===== config.mk =====
export PLATFORM = sky130hd
export DESIGN_NAME = uart_rx_flat
export DESIGN_NICKNAME = d
export VERILOG_FILES = /design/src/rtl/uart_rx_if.sv /design/src/rtl/uart_rx.sv /design/src/flat_wrapper.sv
export SDC_FILE = /design/constraint.sdc
export NUM_CORES = 1
export LEC_CHECK = 0
export CAP_MARGIN = 20
export CORE_MARGIN = 2
export CORE_UTILIZATION = 45
export CTS_CLUSTER_SIZE = 12
export DETAILED_ROUTE_END_ITERATION = 6
export GPL_TIMING_DRIVEN = 1
export PLACE_DENSITY_LB_ADDON = 0.08
export SYNTH_ARGS = -nofsm -noshare
export SYNTH_HDL_FRONTEND = slang
export SYNTH_SLANG_ARGS = --single-unit

===== constraint.sdc =====
create_clock -name i_clk -period 4 [get_ports i_clk]
set_input_delay 1.2 -clock i_clk [delete_from_list [all_inputs] [get_ports i_clk]]
set_output_delay 1.2 -clock i_clk [all_outputs]
set_load 0.005 [all_outputs]

===== src/rtl/uart_rx_if.sv =====
// uart_rx_if: consumer-side handshake between the UART receiver and the
// bus-side register block.
//   o_rxdata     received byte, valid while o_rxfull = 1
//   o_rxfull     holding register contains an unread byte
//   o_frame_err  byte in holding register had stop bit = 0
//   o_overrun    a byte completed while full and was discarded (sticky)
//   i_rxack      consumer acknowledge; clears holding register and flags
// Signal names are relative to the receiver (master).
interface uart_rx_if;
    logic [7:0] o_rxdata;
    logic       o_rxfull;
    logic       o_frame_err;
    logic       o_overrun;
    logic       i_rxack;

    modport master (
        output o_rxdata,
        output o_rxfull,
        output o_frame_err,
        output o_overrun,
        input  i_rxack
    );

    modport slave (
        input  o_rxdata,
        input  o_rxfull,
        input  o_frame_err,
        input  o_overrun,
        output i_rxack
    );
endinterface


===== src/rtl/uart_rx.sv =====
// uart_rx: 8N1 UART receiver, LSB first, idle-high line. Oversamples the
// line with a shared enable, validates the start bit at mid-bit, samples
// every data bit and the stop bit at its centre, and commits completed
// bytes to a one-deep holding register with framing-error and overrun flags.
//
// Ports:
//   i_clk      system clock, rising edge
//   i_reset_n  asynchronous active-low reset
//   i_rxclken  oversampling enable, one pulse per OVERSAMPLE-th of a bit
//   i_rx       asynchronous serial input
//   o_busy     receiver not in IDLE
//   rx_bus     holding register / flags / acknowledge (uart_rx_if.master)
//
// state   | meaning
// --------+-----------------------------------------------------------
// S_IDLE  | waiting for a low line on a tick
// S_START | counting to mid start bit, rejecting glitches
// S_DATA  | sampling 8 data bits at bit centres
// S_STOP  | sampling the stop bit and committing the byte
// S_BREAK | stop bit was low; wait for the line to go high again
module uart_rx #(
    parameter int OVERSAMPLE = 16
) (
    input  logic       i_clk,
    input  logic       i_reset_n,
    input  logic       i_rxclken,
    input  logic       i_rx,
    output logic       o_busy,
    uart_rx_if.master  rx_bus
);

    localparam int CW = $clog2(OVERSAMPLE * 10);
    localparam logic [CW-1:0] CNT_HALF = CW'(OVERSAMPLE / 2 - 1);
    localparam logic [CW-1:0] CNT_BIT  = CW'(OVERSAMPLE - 1);

    typedef enum logic [2:0] {
        S_IDLE  = 3'd0,
        S_START = 3'd1,
        S_DATA  = 3'd2,
        S_STOP  = 3'd3,
        S_BREAK = 3'd4
    } state_t;

    state_t        state_q, state_d;
    logic          sync1_q, rx_s_q;
    logic [CW-1:0] cnt_q, cnt_d;
    logic [2:0]    bit_idx_q, bit_idx_d;
    logic [7:0]    shift_q, shift_d;
    logic [7:0]    data_q, data_d;
    logic          full_q, full_d;
    logic          ferr_q, ferr_d;
    logic          ovr_q, ovr_d;
    logic          commit;

    always_ff @(posedge i_clk or negedge i_reset_n) begin
        if (!i_reset_n) begin
            sync1_q   <= 1'b1;
            rx_s_q    <= 1'b1;
            state_q   <= S_IDLE;
            cnt_q     <= '0;
            bit_idx_q <= '0;
            shift_q   <= '0;
            data_q    <= '0;
            full_q    <= 1'b0;
            ferr_q    <= 1'b0;
            ovr_q     <= 1'b0;
        end else begin
            sync1_q   <= i_rx;
            rx_s_q    <= sync1_q;
            state_q   <= state_d;
            cnt_q     <= cnt_d;
            bit_idx_q <= bit_idx_d;
            shift_q   <= shift_d;
            data_q    <= data_d;
            full_q    <= full_d;
            ferr_q    <= ferr_d;
            ovr_q     <= ovr_d;
        end
    end

    always_comb begin
        state_d   = state_q;
        cnt_d     = cnt_q;
        bit_idx_d = bit_idx_q;
        shift_d   = shift_q;
        commit    = 1'b0;

        case (state_q)
            S_IDLE: begin
                if (i_rxclken && !rx_s_q) begin
                    cnt_d   = '0;
                    state_d = S_START;
                end
            end
            S_START: begin
                if (i_rxclken) begin
                    if (cnt_q == CNT_HALF) begin
                        if (rx_s_q) begin
                            state_d = S_IDLE;
                        end else begin
                            cnt_d     = '0;
                            bit_idx_d = '0;
                            state_d   = S_DATA;
                        end
                    end else begin
                        cnt_d = cnt_q + CW'(1);
                    end
                end
            end
            S_DATA: begin
                if (i_rxclken) begin
                    if (cnt_q == CNT_BIT) begin
                        shift_d   = {rx_s_q, shift_q[7:1]};
                        cnt_d     = '0;
                        bit_idx_d = bit_idx_q + 3'd1;
                        if (bit_idx_q == 3'd7) begin
                            state_d = S_STOP;
                        end
                    end else begin
                        cnt_d = cnt_q + CW'(1);
                    end
                end
            end
            S_STOP: begin
                if (i_rxclken) begin
                    if (cnt_q == CNT_BIT) begin
                        commit  = 1'b1;
                        state_d = rx_s_q ? S_IDLE : S_BREAK;
                    end else begin
                        cnt_d = cnt_q + CW'(1);
                    end
                end
            end
            S_BREAK: begin
                // Not gated by the tick: leave as soon as the line is high.
                if (rx_s_q) begin
                    state_d = S_IDLE;
                end
            end
            default: begin
                state_d = S_IDLE;
            end
        endcase
    end

    // Holding register. An acknowledge clears first; a commit in the same
    // cycle then reloads, so ack+commit leaves the new byte, full, no overrun.
    always_comb begin
        data_d = data_q;
        full_d = full_q;
        ferr_d = ferr_q;
        ovr_d  = ovr_q;

        if (rx_bus.i_rxack) begin
            full_d = 1'b0;
            ferr_d = 1'b0;
            ovr_d  = 1'b0;
        end

        if (commit) begin
            if (!full_q || rx_bus.i_rxack) begin
                data_d = shift_q;
                full_d = 1'b1;
                ferr_d = ~rx_s_q;
            end else begin
                ovr_d = 1'b1;
            end
        end
    end

    assign o_busy             = (state_q != S_IDLE);
    assign rx_bus.o_rxdata    = data_q;
    assign rx_bus.o_rxfull    = full_q;
    assign rx_bus.o_frame_err = ferr_q;
    assign rx_bus.o_overrun   = ovr_q;

endmodule


===== src/flat_wrapper.sv =====
// flat-port wrapper written by rule: the top's interface ports become plain ports
module uart_rx_flat 
#(
    parameter int OVERSAMPLE = 16
)
  (i_clk, i_reset_n, i_rxclken, i_rx, o_busy, rx_bus_o_rxdata, rx_bus_o_rxfull, rx_bus_o_frame_err, rx_bus_o_overrun, rx_bus_i_rxack);
  uart_rx_if rx_bus_i ();
  input  logic i_clk;
  input  logic i_reset_n;
  input  logic i_rxclken;
  input  logic i_rx;
  output logic o_busy;
  output wire logic [$bits(rx_bus_i.o_rxdata)-1:0] rx_bus_o_rxdata;
  output wire logic [$bits(rx_bus_i.o_rxfull)-1:0] rx_bus_o_rxfull;
  output wire logic [$bits(rx_bus_i.o_frame_err)-1:0] rx_bus_o_frame_err;
  output wire logic [$bits(rx_bus_i.o_overrun)-1:0] rx_bus_o_overrun;
  input wire logic [$bits(rx_bus_i.i_rxack)-1:0] rx_bus_i_rxack;
  assign rx_bus_o_rxdata = rx_bus_i.o_rxdata;
  assign rx_bus_o_rxfull = rx_bus_i.o_rxfull;
  assign rx_bus_o_frame_err = rx_bus_i.o_frame_err;
  assign rx_bus_o_overrun = rx_bus_i.o_overrun;
  assign rx_bus_i.i_rxack = rx_bus_i_rxack;
  uart_rx #(.OVERSAMPLE(OVERSAMPLE)) u_core (.i_clk(i_clk), .i_reset_n(i_reset_n), .i_rxclken(i_rxclken), .i_rx(i_rx), .o_busy(o_busy), .rx_bus(rx_bus_i));
endmodule

Word level (Yosys, flattened, before mapping)
Cells that the tools add are included.

storage, ports and cells
  memory bits (read-only) = 0
  bits in writable memories = 0
  bits in latches = 0
  register bits = 35
  memories = 0

operators by class
  multiplexer cells = 39
  eq/ne operators = 19
  reduce and logical (&&, ||, !) cells = 13
  bitwise gates (word level) = 1
  add/sub/neg operators = 2
  shift operators = 0
  magnitude comparators = 0
  divide/modulo/power cells = 0
  multiply operators = 0

operators by type and width
  cell                   number
  $mux W8                8
  $mux W3                15
  $pmux W8 S4            1
  $pmux W3 S5            1
  $mux W1                12
  $ne A2 B1 Y1 const B   6
  $ne A2 B2 Y1 const B   5
  $reduce_and A9 Y1      1
  $add A8 B1 Y8 const B  1
  $eq A8 B3 Y1 const B   1
  $eq A8 B4 Y1 const B   1
  $reduce_and A7 Y1      1
  $eq A3 B2 Y1 const B   2
  $eq A3 B3 Y1 const B   2
  $pmux W3 S2            1
  $reduce_and A6 Y1      1
  $reduce_bool A4 Y1     1
  $add A3 B1 Y3 const B  1
  $eq A3 B1 Y1 const B   1
  $logic_not A3 Y1       1
  $ne A3 B3 Y1 const B   1
  $reduce_and A3 Y1      1
  $reduce_bool A3 Y1     1
  $logic_not A1 Y1       2
  6 further kinds        6

Logic depth before layout (Yosys ltp)
  depth in word-level cells = 5
  mapped depth = 7
  depth with buffers taken out = 5

Least setup slack after synthesis
OpenSTA, ideal clock, no wires.

  kind = in2reg
  start point = input i_rxclken
  end point = register u_core.cnt_q[1]
  required time = 3.875 ns
  slack = 1.755 ns
  arrival time = 2.121 ns
  stages = 4
  cells stage by stage = nand2b_1 -> a21oi_1 -> o21a_1 -> mux2_2

on the way
  cells in the longest elaborated chain, start to end = 3

RTL lines
  what                                  line                text
  start, declared                       flat_wrapper.sv:10  input logic i_rxclken;
  $logic_and A1 B1 Y1                   uart_rx.sv:90       if (i_rxclken && !rx_s_q) begin
  $ne A2 B1 Y1 (no source line)         n/a
  $reduce_and A7 Y1 (no source line) *  n/a
  end signal, assigned                  uart_rx.sv:71       cnt_q <= cnt_d;
  end, declared                         uart_rx.sv:46       logic [CW-1:0] cnt_q, cnt_d;

Mark *: on every way between the ends. The rest lies on a longest branch, timed or not.
A chain may end at the register's enable or synchronous reset.

Final worst setup path
  start point = register u_core.state_q[1]
  end point = output o_busy

on the way
  cells in the longest elaborated chain, start to end = 1

RTL lines
  what                    line                text
  start, declared         uart_rx.sv:44       state_t state_q, state_d;
  start signal, assigned  uart_rx.sv:70       state_q <= state_d;
  $reduce_bool A3 Y1      uart_rx.sv:171      assign o_busy = (state_q != S_IDLE);
  end, declared           flat_wrapper.sv:12  output logic o_busy;

Every way passes these cells.

==> key figures <==
Setup path
  • Max stage delay on crit path: 0.46 ns
  • Crit. End Element: output port
  • Critical path arrival: 1.57 ns
  • Worst-path cell chain: or3_1, clkdlybuf4s50_1
  • Max FO, Critical Path: 7
  • Setup Crit Path Kind: flop to output port
  • Crit-path slowest cell: clkdlybuf4s50_1
  • CP Data Required Time: 2.80 ns
  • CP Launch Type: flop

Layout
  • Final Instance Area: 1957 um2
  • Final core utilization: 53.86%
  • Final #Nets: 167
  • Antenna Cells: 0
  • Fillers: 322
  • Layout cell share with drive strength beyond 1: 23.27%
  • Area delta synth->final: 16.11%

Yosys
  • Post-synthesis cell type count: 41
  • Post-synth EDFFs: 0
  • Netlist Area Pre-Place: 1685 um2
  • Seq/Total Area, Yosys: 52.12%
  • Mean area per synthesized cell: 12.04 um2
  • Async SR Flop Fraction: 100.0%
  • Syn Inst Count: 140
  • Main synth FF type: dfrtp_1
  • #FFs+latches synth: 35
  • Yosys Warn Count: 0
  • Syn Nets: 148

Run status
  • Status: completed

Floorplan
  • Initial Util: 46.38%
  • Row Count: 22
  • Die W: 65.20 um
  • # IOs: 17
  • DIE AREA: 4251 um2
  • Die Ht: 65.20 um
  • Core area: 3633 um2

Drt
  • DRC Markers: 0
  • Initial DRC count: 53
  • DRT Wirelength: 2998 um
  • Antenna-violating nets left: 0
  • Via count: 1192
  • Wire per inst: 14.48 um
  • Vias per cell: 5.758
  • Drt first pass iters: 4

Place
  • Setup slack at placement: 1.050 ns
  • IO buf count: 16
  • GP Congestion: 0.9070
  • DPL Wire Length: 2126 um
  • Placed cell area: 1869 um2

Power and ir drop
  • VDD IR-drop max: 0.2602 mV
  • Power Density: 518.8 nW/um2
  • Leak: 0.9001 nW

Clock network
  • Skew-Pair Late Insertion Delay: 0.28 ns
  • CTS Buf Count: 5
  • Post-CTS Setup Bufs: 0
  • CTS H-Tree Depth: 2
  • Clock Sinks: 35
  • CTS tree: yes
  • Max Buffers Root-to-Sink: 2
  • Root Driver: clkbuf_8
  • Cells resized by post-CTS repair: 0
  • Cts hold-fix bufs: 0
  • Worst-path clk slew: 0.06 ns

Worst hold path
  • Worst hold-check path type: flop to flop

STA
  • Final setup viols: 0
  • Worst-Margin Slew: 0.8333 ns
  • Slew HR: 44.19%
  • Post-Route Skew: 0.007305 ns
  • Final worst slack: 1.228 ns
  • WHS: 0.3576 ns
  • Fin. Hold Viols: 0
  • Max Clock Freq: 0.3608 GHz
  • Post-route setup TNS: 0 ns
  • Period utilisation layout: 69.30%
  • RSZ-0062 raised after global routing: false
  • Max-slew violations: 0
  • Fin crit period: 2.772 ns

Run
  • Maxcap violations: 0

GRT
  • Largest net degree at the start of global routing: 36
  • Number of global-route vias before repair: 1169
  • Global route overflow: 0
  • Initial antenna violation count: 0
  • Global-route wire length before repair: 5292 um
  • Total track usage: 16.09%
-- worst paths after layout --
check	slack, ns	endpoint	start	cells after the start
worst max-delay path	1.23	o_busy	u_core.state_q[1]	2
max in group asynchronous	2.32	u_core.sync1_q	i_reset_n	2
min in group asynchronous	1.34	u_core.cnt_q[7]	i_reset_n	2
worst min register to register	0.36	u_core.rx_s_q	u_core.sync1_q	0
worst min-delay path	0.36	u_core.rx_s_q	u_core.sync1_q	0
worst max register to register	1.79	u_core.rx_bus.o_rxdata[2]	u_core.cnt_q[0]	5
-- per-layer routing --
layer	GRT usage [%]	routed length (um)
met1	20.40	1351
met2	26.91	1511
met3	4.623	120
met4	4.427	15
met5	0	0
-- cells in the final DEF (no fill, tap or decap), types with 2 or more instances in the layout --
| cell type | n |
|---|---|
| clkbuf_8 | 6 |
| and3_1 | 3 |
| nor2_1 | 7 |
| mux2_2 | 11 |
| and2_0 | 2 |
| a22o_1 | 2 |
| a22o_2 | 2 |
| dfrtp_1 | 33 |
| mux2i_1 | 2 |
| inv_1 | 4 |
| nor3_1 | 2 |
| nand2_1 | 6 |
| a21oi_1 | 5 |
| and3_2 | 2 |
| nand2b_1 | 3 |
| o21ai_0 | 3 |
| o211ai_1 | 2 |
| mux2_4 | 7 |
| nand3_1 | 6 |
| clkdlybuf4s50_1 | 16 |
| ha_1 | 3 |
| a31oi_1 | 11 |
| dfstp_2 | 2 |
| nand4_1 | 2 |
-- registers in the layout, indices dropped and copies added (netlist names) --
signal,flops
u_core.state_q,3
u_core.bit_idx_q,3
u_core.rx_bus.o_rxfull,1
u_core.rx_bus.o_overrun,1
u_core.rx_bus.o_rxdata,8
u_core.sync1_q,1
u_core.cnt_q,8
u_core.shift_q,8
u_core.rx_bus.o_frame_err,1
u_core.rx_s_q,1
-- synth_stat cells, types with 2 or more instances --
cell type	count	area, um2
o21ai_0	3	15.01
mux2i_1	2	20.02
nand2b_1	3	18.77
nand4_1	2	12.51
and3_1	3	18.77
nor2_1	7	26.28
ha_1	3	37.54
mux2_4	7	105.1
nor3_1	2	10.01
nand3_1	6	30.03
and3_2	2	15.01
nand2_1	6	22.52
dfstp_2	2	52.55
a22o_2	2	20.02
and2_0	2	12.51
inv_1	4	15.01
a21oi_1	5	25.02
clkbuf_1	2	7.510
a22o_1	2	17.52
a31oi_1	11	68.82
mux2_2	11	123.9
o211ai_1	2	15.01
dfrtp_1	33	825.8
-- power breakdown --
part	internal [mW]	switching (mW)	total [mW]
registers	0.403	0.0774	0.480
clock network	0.135	0.112	0.247
logic	0.136	0.152	0.288
-- metrics by stage --
step / instances / total power, mW
after floorplan: 140 / 0.6961
after global placement: 200 / 0.7615
after detailed placement: 200 / 0.7689
after CTS: 207 / 1.022
final: 207 / 1.015
after global routing: 207 / 1.091
-- cells by family (layout without fill, tap and decap cells) --
family / after synthesis / count (layout) / synth area share (%)
muxes: 20 / 20 / 14.77
buffers and inverters: 9 / 28 / 3.489
DFF: 35 / 35 / 52.12
AOI/OAI and AO/OA: 30 / 30 / 12.03
adders and majority gates: 3 / 3 / 2.227
and+or+nand+nor: 43 / 43 / 15.37
-- worst max-delay path: cells and delay by family, from the launching register on --
family / cells / cell delay (ns)
DFF: 1 / 0.45
and+or+nand+nor: 1 / 0.40
buffers and inverters: 1 / 0.46
-- area by class of cell --
type | count | area, um2 | area share, %
clock buffer | 6 | 82.58 | 4.220
tap | 48 | 60.06 | 3.069
sequential | 35 | 878.3 | 44.88
timing repair buffer | 17 | 167.7 | 8.568
inverter | 4 | 15.01 | 0.7673
clock inverter | 1 | 5.005 | 0.2558
multi-input combinational | 96 | 748.2 | 38.24
Note: power is estimated with default switching activity, not from simulation.
